[src/rtl/braille_pkg.sv]
// Shared types and the ASCII-to-Braille lookup used by the cell driver.
package braille_pkg;

    // Serial frame sent to the external latching shift register
    localparam int FRAME_W = 8;
    localparam int DOTS_W  = 6;

    typedef enum logic [2:0] {
        ST_CLEAR,
        ST_IDLE,
        ST_LOAD,
        ST_SHIFT,
        ST_LATCH,
        ST_DWELL,
        ST_GAP
    } state_t;

    // What the frame currently in the shifter is, so LATCH knows where to go next
    typedef enum logic [1:0] {
        FK_CLEAR,
        FK_CHAR,
        FK_GAP
    } frame_kind_t;

    typedef struct packed {
        logic              valid;
        logic [DOTS_W-1:0] dots;
    } lookup_t;

    // Grade-1 letters; bit i of dots is Braille dot i+1. Non-letters give a blank, invalid cell.
    function automatic lookup_t alpha_to_dots(input logic [7:0] code);
        lookup_t    r;
        logic [4:0] idx;
        r.valid = 1'b0;
        r.dots  = '0;
        idx     = '0;
        if (code >= 8'h41 && code <= 8'h5A) begin
            idx     = 5'(code - 8'h41);
            r.valid = 1'b1;
        end else if (code >= 8'h61 && code <= 8'h7A) begin
            idx     = 5'(code - 8'h61);
            r.valid = 1'b1;
        end
        if (r.valid) begin
            case (idx)
                5'd0:    r.dots = 6'b000001; // a
                5'd1:    r.dots = 6'b000011; // b
                5'd2:    r.dots = 6'b001001; // c
                5'd3:    r.dots = 6'b011001; // d
                5'd4:    r.dots = 6'b010001; // e
                5'd5:    r.dots = 6'b001011; // f
                5'd6:    r.dots = 6'b011011; // g
                5'd7:    r.dots = 6'b010011; // h
                5'd8:    r.dots = 6'b001010; // i
                5'd9:    r.dots = 6'b011010; // j
                5'd10:   r.dots = 6'b000101; // k
                5'd11:   r.dots = 6'b000111; // l
                5'd12:   r.dots = 6'b001101; // m
                5'd13:   r.dots = 6'b011101; // n
                5'd14:   r.dots = 6'b010101; // o
                5'd15:   r.dots = 6'b001111; // p
                5'd16:   r.dots = 6'b011111; // q
                5'd17:   r.dots = 6'b010111; // r
                5'd18:   r.dots = 6'b001110; // s
                5'd19:   r.dots = 6'b011110; // t
                5'd20:   r.dots = 6'b100101; // u
                5'd21:   r.dots = 6'b100111; // v
                5'd22:   r.dots = 6'b111010; // w
                5'd23:   r.dots = 6'b101101; // x
                5'd24:   r.dots = 6'b111101; // y
                5'd25:   r.dots = 6'b110101; // z
                default: r.dots = 6'b000000;
            endcase
        end
        return r;
    endfunction

endpackage

[src/rtl/sync_fifo.sv]
// Single-clock FIFO with first-word-fall-through read data.
// A push while full is accepted only when a pop happens in the same cycle.
module sync_fifo #(
    parameter int W     = 8,
    parameter int DEPTH = 4
) (
    input  logic         clk,
    input  logic         reset_n,
    input  logic         push,
    input  logic [W-1:0] wr_data,
    input  logic         pop,
    output logic [W-1:0] rd_data,
    output logic         full,
    output logic         empty
);

    // DEPTH is a power of two, so the pointers wrap on their own
    localparam int             AW       = $clog2(DEPTH);
    localparam logic [AW:0]    FULL_CNT = (AW+1)'(DEPTH);

    logic [W-1:0]  mem [DEPTH];
    logic [AW-1:0] wr_ptr;
    logic [AW-1:0] rd_ptr;
    logic [AW:0]   count;
    logic          do_push;
    logic          do_pop;

    assign full    = (count == FULL_CNT);
    assign empty   = (count == '0);
    assign do_pop  = pop & ~empty;
    assign do_push = push & (~full | do_pop);
    assign rd_data = mem[rd_ptr];

    // Pointer and occupancy tracking
    always_ff @(posedge clk or negedge reset_n) begin
        if (!reset_n) begin
            wr_ptr <= '0;
            rd_ptr <= '0;
            count  <= '0;
        end else begin
            if (do_push) wr_ptr <= wr_ptr + 1'b1;
            if (do_pop)  rd_ptr <= rd_ptr + 1'b1;
            case ({do_push, do_pop})
                2'b10:   count <= count + 1'b1;
                2'b01:   count <= count - 1'b1;
                default: count <= count;
            endcase
        end
    end

    // Storage needs no reset; occupancy alone decides what is valid
    always_ff @(posedge clk) begin
        if (do_push) mem[wr_ptr] <= wr_data;
    end

endmodule

[src/rtl/braille_cell_driver.sv]
// Queues character codes, converts them to 6-dot Braille cells and shifts each
// into an external 74HC595-style latch: show for a dwell time, blank for a gap.
module braille_cell_driver
    import braille_pkg::*;
#(
    parameter int FIFO_DEPTH = 4,
    parameter int CLK_DIV    = 4,
    parameter int DWELL_CYC  = 100_000_000,
    parameter int GAP_CYC    = 20_000_000
) (
    input  logic        clk,
    input  logic        reset_n,
    input  logic        i_valid,
    input  logic [7:0]  i_alpha,
    output logic        o_full,
    output logic        o_busy,
    output logic        o_ovf,
    output logic        o_err,
    output logic [5:0]  o_dots,
    output logic        sr_clk,
    output logic        sr_data,
    output logic        sr_latch
);

    // One down-counter serves the bit period, the latch pulse, dwell and gap
    localparam int BIT_CYC = 2 * CLK_DIV;
    localparam int MAX_DG  = (DWELL_CYC > GAP_CYC) ? DWELL_CYC : GAP_CYC;
    localparam int MAX_CYC = (MAX_DG > BIT_CYC) ? MAX_DG : BIT_CYC;
    localparam int TW      = $clog2(MAX_CYC + 1);
    localparam int BW      = $clog2(FRAME_W);

    localparam logic [TW-1:0] BIT_LOAD   = TW'(BIT_CYC - 1);
    localparam logic [TW-1:0] HALF       = TW'(CLK_DIV);
    localparam logic [TW-1:0] LATCH_LOAD = TW'(CLK_DIV - 1);
    localparam logic [TW-1:0] DWELL_LOAD = TW'(DWELL_CYC - 1);
    localparam logic [TW-1:0] GAP_LOAD   = TW'(GAP_CYC - 1);
    localparam logic [BW-1:0] BIT_LAST   = BW'(FRAME_W - 1);

    state_t             state;
    state_t             nxt_state;
    frame_kind_t        kind;
    frame_kind_t        nxt_kind;
    logic [TW-1:0]      timer;
    logic [TW-1:0]      nxt_timer;
    logic [BW-1:0]      bit_cnt;
    logic [BW-1:0]      nxt_bit;
    logic [FRAME_W-1:0] frame_p0;
    logic [FRAME_W-1:0] nxt_frame;
    logic [DOTS_W-1:0]  dots_p0;
    logic [DOTS_W-1:0]  nxt_dots;
    logic               ld_dots;
    logic               pop;
    logic               started;

    logic [7:0]         fifo_rd_data;
    logic               fifo_full;
    logic               fifo_empty;
    lookup_t            lk;

    sync_fifo #(
        .W     (8),
        .DEPTH (FIFO_DEPTH)
    ) u_fifo (
        .clk     (clk),
        .reset_n (reset_n),
        .push    (i_valid),
        .wr_data (i_alpha),
        .pop     (pop),
        .rd_data (fifo_rd_data),
        .full    (fifo_full),
        .empty   (fifo_empty)
    );

    assign lk     = alpha_to_dots(fifo_rd_data);
    assign o_full = fifo_full;
    assign o_ovf  = i_valid & fifo_full & ~pop;
    assign o_err  = (state == ST_LOAD) & ~lk.valid;
    // started keeps o_busy at 0 while reset is held even though the FSM sits in CLEAR
    assign o_busy = started & ((state != ST_IDLE) | ~fifo_empty);

    // Next-state, timer, shifter and display decisions
    always_comb begin
        nxt_state = state;
        nxt_kind  = kind;
        nxt_timer = timer;
        nxt_bit   = bit_cnt;
        nxt_frame = frame_p0;
        nxt_dots  = o_dots;
        ld_dots   = 1'b0;
        pop       = 1'b0;
        case (state)
            ST_CLEAR: begin
                nxt_state = ST_SHIFT;
                nxt_kind  = FK_CLEAR;
                nxt_frame = '0;
                nxt_timer = BIT_LOAD;
                nxt_bit   = BIT_LAST;
            end
            ST_IDLE: begin
                if (!fifo_empty) nxt_state = ST_LOAD;
            end
            ST_LOAD: begin
                pop       = 1'b1;
                ld_dots   = 1'b1;
                nxt_state = ST_SHIFT;
                nxt_kind  = FK_CHAR;
                nxt_frame = {{(FRAME_W-DOTS_W){1'b0}}, lk.dots};
                nxt_timer = BIT_LOAD;
                nxt_bit   = BIT_LAST;
            end
            ST_SHIFT: begin
                if (timer != '0) begin
                    nxt_timer = timer - 1'b1;
                end else if (bit_cnt != '0) begin
                    nxt_bit   = bit_cnt - 1'b1;
                    nxt_timer = BIT_LOAD;
                    nxt_frame = {frame_p0[FRAME_W-2:0], 1'b0};
                end else begin
                    nxt_state = ST_LATCH;
                    nxt_timer = LATCH_LOAD;
                end
            end
            ST_LATCH: begin
                if (timer != '0) begin
                    nxt_timer = timer - 1'b1;
                end else begin
                    nxt_dots = (kind == FK_CHAR) ? dots_p0 : '0;
                    case (kind)
                        FK_CHAR: begin
                            nxt_state = ST_DWELL;
                            nxt_timer = DWELL_LOAD;
                        end
                        FK_GAP: begin
                            nxt_state = ST_GAP;
                            nxt_timer = GAP_LOAD;
                        end
                        default: nxt_state = ST_IDLE;
                    endcase
                end
            end
            ST_DWELL: begin
                if (timer != '0) begin
                    nxt_timer = timer - 1'b1;
                end else begin
                    nxt_state = ST_SHIFT;
                    nxt_kind  = FK_GAP;
                    nxt_frame = '0;
                    nxt_timer = BIT_LOAD;
                    nxt_bit   = BIT_LAST;
                end
            end
            ST_GAP: begin
                if (timer != '0) nxt_timer = timer - 1'b1;
                else             nxt_state = ST_IDLE;
            end
            default: nxt_state = ST_CLEAR;
        endcase
    end

    // State register plus registered serial and display outputs
    always_ff @(posedge clk or negedge reset_n) begin
        if (!reset_n) begin
            state    <= ST_CLEAR;
            kind     <= FK_CLEAR;
            timer    <= '0;
            bit_cnt  <= '0;
            started  <= 1'b0;
            o_dots   <= '0;
            sr_clk   <= 1'b0;
            sr_data  <= 1'b0;
            sr_latch <= 1'b0;
        end else begin
            state    <= nxt_state;
            kind     <= nxt_kind;
            timer    <= nxt_timer;
            bit_cnt  <= nxt_bit;
            started  <= 1'b1;
            o_dots   <= nxt_dots;
            // Low half of each bit while the timer is in its upper half; data moves on the fall
            sr_clk   <= (nxt_state == ST_SHIFT) & (nxt_timer < HALF);
            sr_data  <= (nxt_state == ST_SHIFT) & nxt_frame[FRAME_W-1];
            sr_latch <= (nxt_state == ST_LATCH);
        end
    end

    // Frame shifter and held pattern: pure data, qualified by the FSM
    always_ff @(posedge clk) begin
        frame_p0 <= nxt_frame;
        if (ld_dots) dots_p0 <= lk.dots;
    end

endmodule

[config.mk]
export PLATFORM = sky130hd
export DESIGN_NAME = braille_cell_driver
export DESIGN_NICKNAME = d
export VERILOG_FILES = /design/src/rtl/braille_pkg.sv /design/src/rtl/sync_fifo.sv /design/src/rtl/braille_cell_driver.sv
export SDC_FILE = /design/constraint.sdc
export NUM_CORES = 1
export LEC_CHECK = 0
export ABC_AREA = 1
export CAP_MARGIN = 20
export CORE_MARGIN = 1
export CORE_UTILIZATION = 65
export CTS_BUF_LIST = sky130_fd_sc_hd__clkbuf_16
export DETAILED_ROUTE_END_ITERATION = 8
export PLACE_DENSITY = 0.87
export SLEW_MARGIN = 10
export SYNTH_ARGS = -nofsm -noshare
export SYNTH_HDL_FRONTEND = slang
export SYNTH_SLANG_ARGS = --single-unit
[constraint.sdc]
create_clock -name clk -period 4.4 [get_ports clk]
set_input_delay 0.66 -clock clk [delete_from_list [all_inputs] [get_ports clk]]
set_output_delay 0.66 -clock clk [all_outputs]
set_load 0.01 [all_outputs]
==> out/results.txt <==
r2r setup slk = 0.99 ns
Post-Syn Nets = 847
Syn Area/Cell = 7.619 um^2
Worst setup SP type = register
hold slack = 0.4096 ns
area share of the largest cell type after synthesis = 21.73%
min-delay worst type = primary input to async pin
initial core utilization = 67.29%
hold buffers post-CTS = 0
Chip Height = 99.80 um
Commonest cells post-synth = nand2_1 (234), nor2_1 (101), inv_1 (96), nand3_1 (72), dfrtp_1 (52)
# IOs = 24
GRT Total Usage = 32.15%
synth warn = 0
hpwl dp = 10910 um
setup TNS = 0 ns
fin util = 73.65%
R2R depth = 21
router iterations before antenna repair = 5
crit path DAT = 3.32 ns
element type at the critical path end = primary output
status = finished, final reports clean
Routed Antenna Nets = 0
pre-CTS setup slack = 0.8675 ns
Detailed Route WL = 14760 um
worst clock skew = 0.009617 ns
CTS tree = built
clock net sink count = 98
clock buffer depth = 2
Crit Path Max Fanout = 18
non-filler instance count after layout = 969
die area = 0.009960 mm^2
vias per cell = 5.681
Syn Std Cell Area = 0.006217 mm^2
Design Area, Final = 0.006805 mm^2
Worst Path Required = 3.74 ns
share of async-settable or async-resettable flops after synthesis = 53.06%
# DRC = 0
port bufs = 23
# rows = 35
Worst Setup Path Type = register to primary output
Fmax = 251.5 MHz
pins over their slew limit = 0
most used standard cell by instance count after synthesis = nand2_1
Seq cells post-synth = 98
global-route wire length before repair = 25020 um
clk slew on worst S/H paths = 0.08 ns
vias in the first global route = 5438
final setup fails = 0
Pleak = 3.405 nW
Setup Fix Bufs, Post-CTS = 0
RSZ-0062 raised after global routing = no
Top FF cell, synth = dfrtp_1
Core ar. = 0.009240 mm^2
Final Hold Viols = 0
clock latency on the worst-skew pair = 0.36 ns
Area Growth Syn to Fin = 9.459%
power after layout = 1.794 mW
Max-Slew Margin vs Limit = 41.29%
share of layout cells above drive strength 1 = 10.60%
Yosys cell types = 48
final worst slack = 0.4243 ns
largest net degree at the start of global routing = 53
H-tree Lvls = 3
register area share after synthesis = 42.99%
Max-Cap Viols = 0
post-cts repair resize count = 0
via count = 5505
grt ovf = 0
initial antenna violation count = 0
Placer Congestion = 0.9402
clock root buffer = clkbuf_16
Final #Nets = 866
power per cell area = 263.6 mW/mm^2
drt initial violations = 431
Num CTS Buffers = 9
reg2reg end = frame_p0[4]
number of synthesized flops with an enable pin = 45
final critical-path required period = 3.976 ns
final period utilization = 90.36%
die span in x = 99.80 um
largest vdd supply drop = 0.0002237 V
routed len/inst = 15.23 um
Post-Place Cell Area = 0.006486 mm^2
synth top area cells = edfxtp_1 (22%), dfrtp_1 (21%), nand2_1 (14%), nor2_1 (6.1%), nand3_1 (5.8%)
placed insts = 953
actual slew at the worst max-slew pin = 0.8786 ns
Synth area leader = edfxtp_1
RR Startpoint = u_fifo.rd_ptr[0]
diode count = 0
cells after synthesis = 816
layout make-up:
type,instances,area [um^2]
repair buffers,24,232.7
clock inverters,7,93.84
flip-flops and latches,98,2673
clock buffers,9,225.2
inverters,113,426.7
well taps,129,161.4
fillers,674,2435
multi-input cells,589,2993
worst max path at each step:
stage / startpoint / endpoint / depth (start not counted)
3_3_place_gp: u_fifo.rd_ptr[0] / o_err / 16
6_report: u_fifo.rd_ptr[0] / o_err / 16
4_1_cts: u_fifo.rd_ptr[0] / o_err / 16
5_1_grt: u_fifo.rd_ptr[0] / o_err / 16
2_1_floorplan: u_fifo.rd_ptr[0] / frame_p0[4] / 22
3_5_place_dp: u_fifo.rd_ptr[0] / o_err / 16
per-layer routing:
layer / GRT usage, % / vias up / wire (um) / share of wire, %
met3: 4.457 / 68 / 893 / 6.0
met4: 18.21 / 0 / 688 / 4.7
li1: - / 2654 / - / -
met5: 0 / - / 0 / 0
met2: 56.13 / 239 / 7292 / 49
met1: 38.31 / 2544 / 5887 / 40
state kept, by name, indices dropped and copies added, names as in the netlist:
signal         flops
state              3
u_fifo.mem        32
dots_p0            6
sr_data            1
o_dots             6
frame_p0           8
started            1
u_fifo.rd_ptr      2
sr_clk             1
u_fifo.wr_ptr      2
timer             27
bit_cnt            3
u_fifo.count       3
kind               2
sr_latch           1
report_power, final:
part           total (mW)  leakage, nW  switching (mW)  internal [mW]
combinational      0.0248         2.17          0.0149        0.00991
sequential          0.956         1.09       0.0000738          0.955
clock               0.813        0.154           0.402          0.411
total                1.79         3.41           0.417           1.38
worst max-delay path, stage by stage (launching register included):
cell and delay, ns:
dfrtp_1 0.73, inv_4 0.19, nor2_1 0.13, nor2_1 0.04, o21ai_0 0.11, nand2_2 0.11
inv_2 0.10, ha_1 0.17, inv_1 0.07, nor2_1 0.13, nand2_1 0.08, nor2_1 0.19
nor3_4 0.09, nand2_2 0.13, inv_2 0.06, nor2_1 0.09, clkdlybuf4s50_1 0.54
cell usage in the layout (no fill, tap or decap), drive strengths merged:
master / netlist / final
or2: 1 / 1
and3: 2 / 2
inv: 113 / 116
nor2: 122 / 122
conb: 1 / 1
and2: 2 / 2
a31oi: 5 / 5
a21oi: 20 / 20
fa: 1 / 1
xnor2: 2 / 2
ha: 19 / 19
a22oi: 3 / 3
a21boi: 1 / 1
o21ai: 41 / 41
nand4: 12 / 12
edfxtp: 45 / 45
clkbuf: 2 / 9
nor3: 7 / 7
dfxtp: 1 / 1
o22ai: 1 / 1
o211ai: 4 / 4
nand3: 80 / 80
clkinv: 0 / 4
buf: 14 / 2
nor4: 1 / 1
o2111ai: 2 / 2
clkdlybuf4s50: 0 / 22
o21bai: 1 / 1
nand2: 248 / 248
a211oi: 2 / 2
xor2: 11 / 11
dfrtp: 52 / 52
cells by family after synthesis:
logic type,Yosys count,synth area share [%]
AND/OR/NAND/NOR,475,34.43
buffers and inverters,129,8.875
flip-flops,98,42.99
AO/OA/AOI/OAI,80,7.667
adder cells (fa/ha/maj),20,4.146
XOR/XNOR,13,1.831
other,1,0.06032
(Power assumes the default switching activity.)
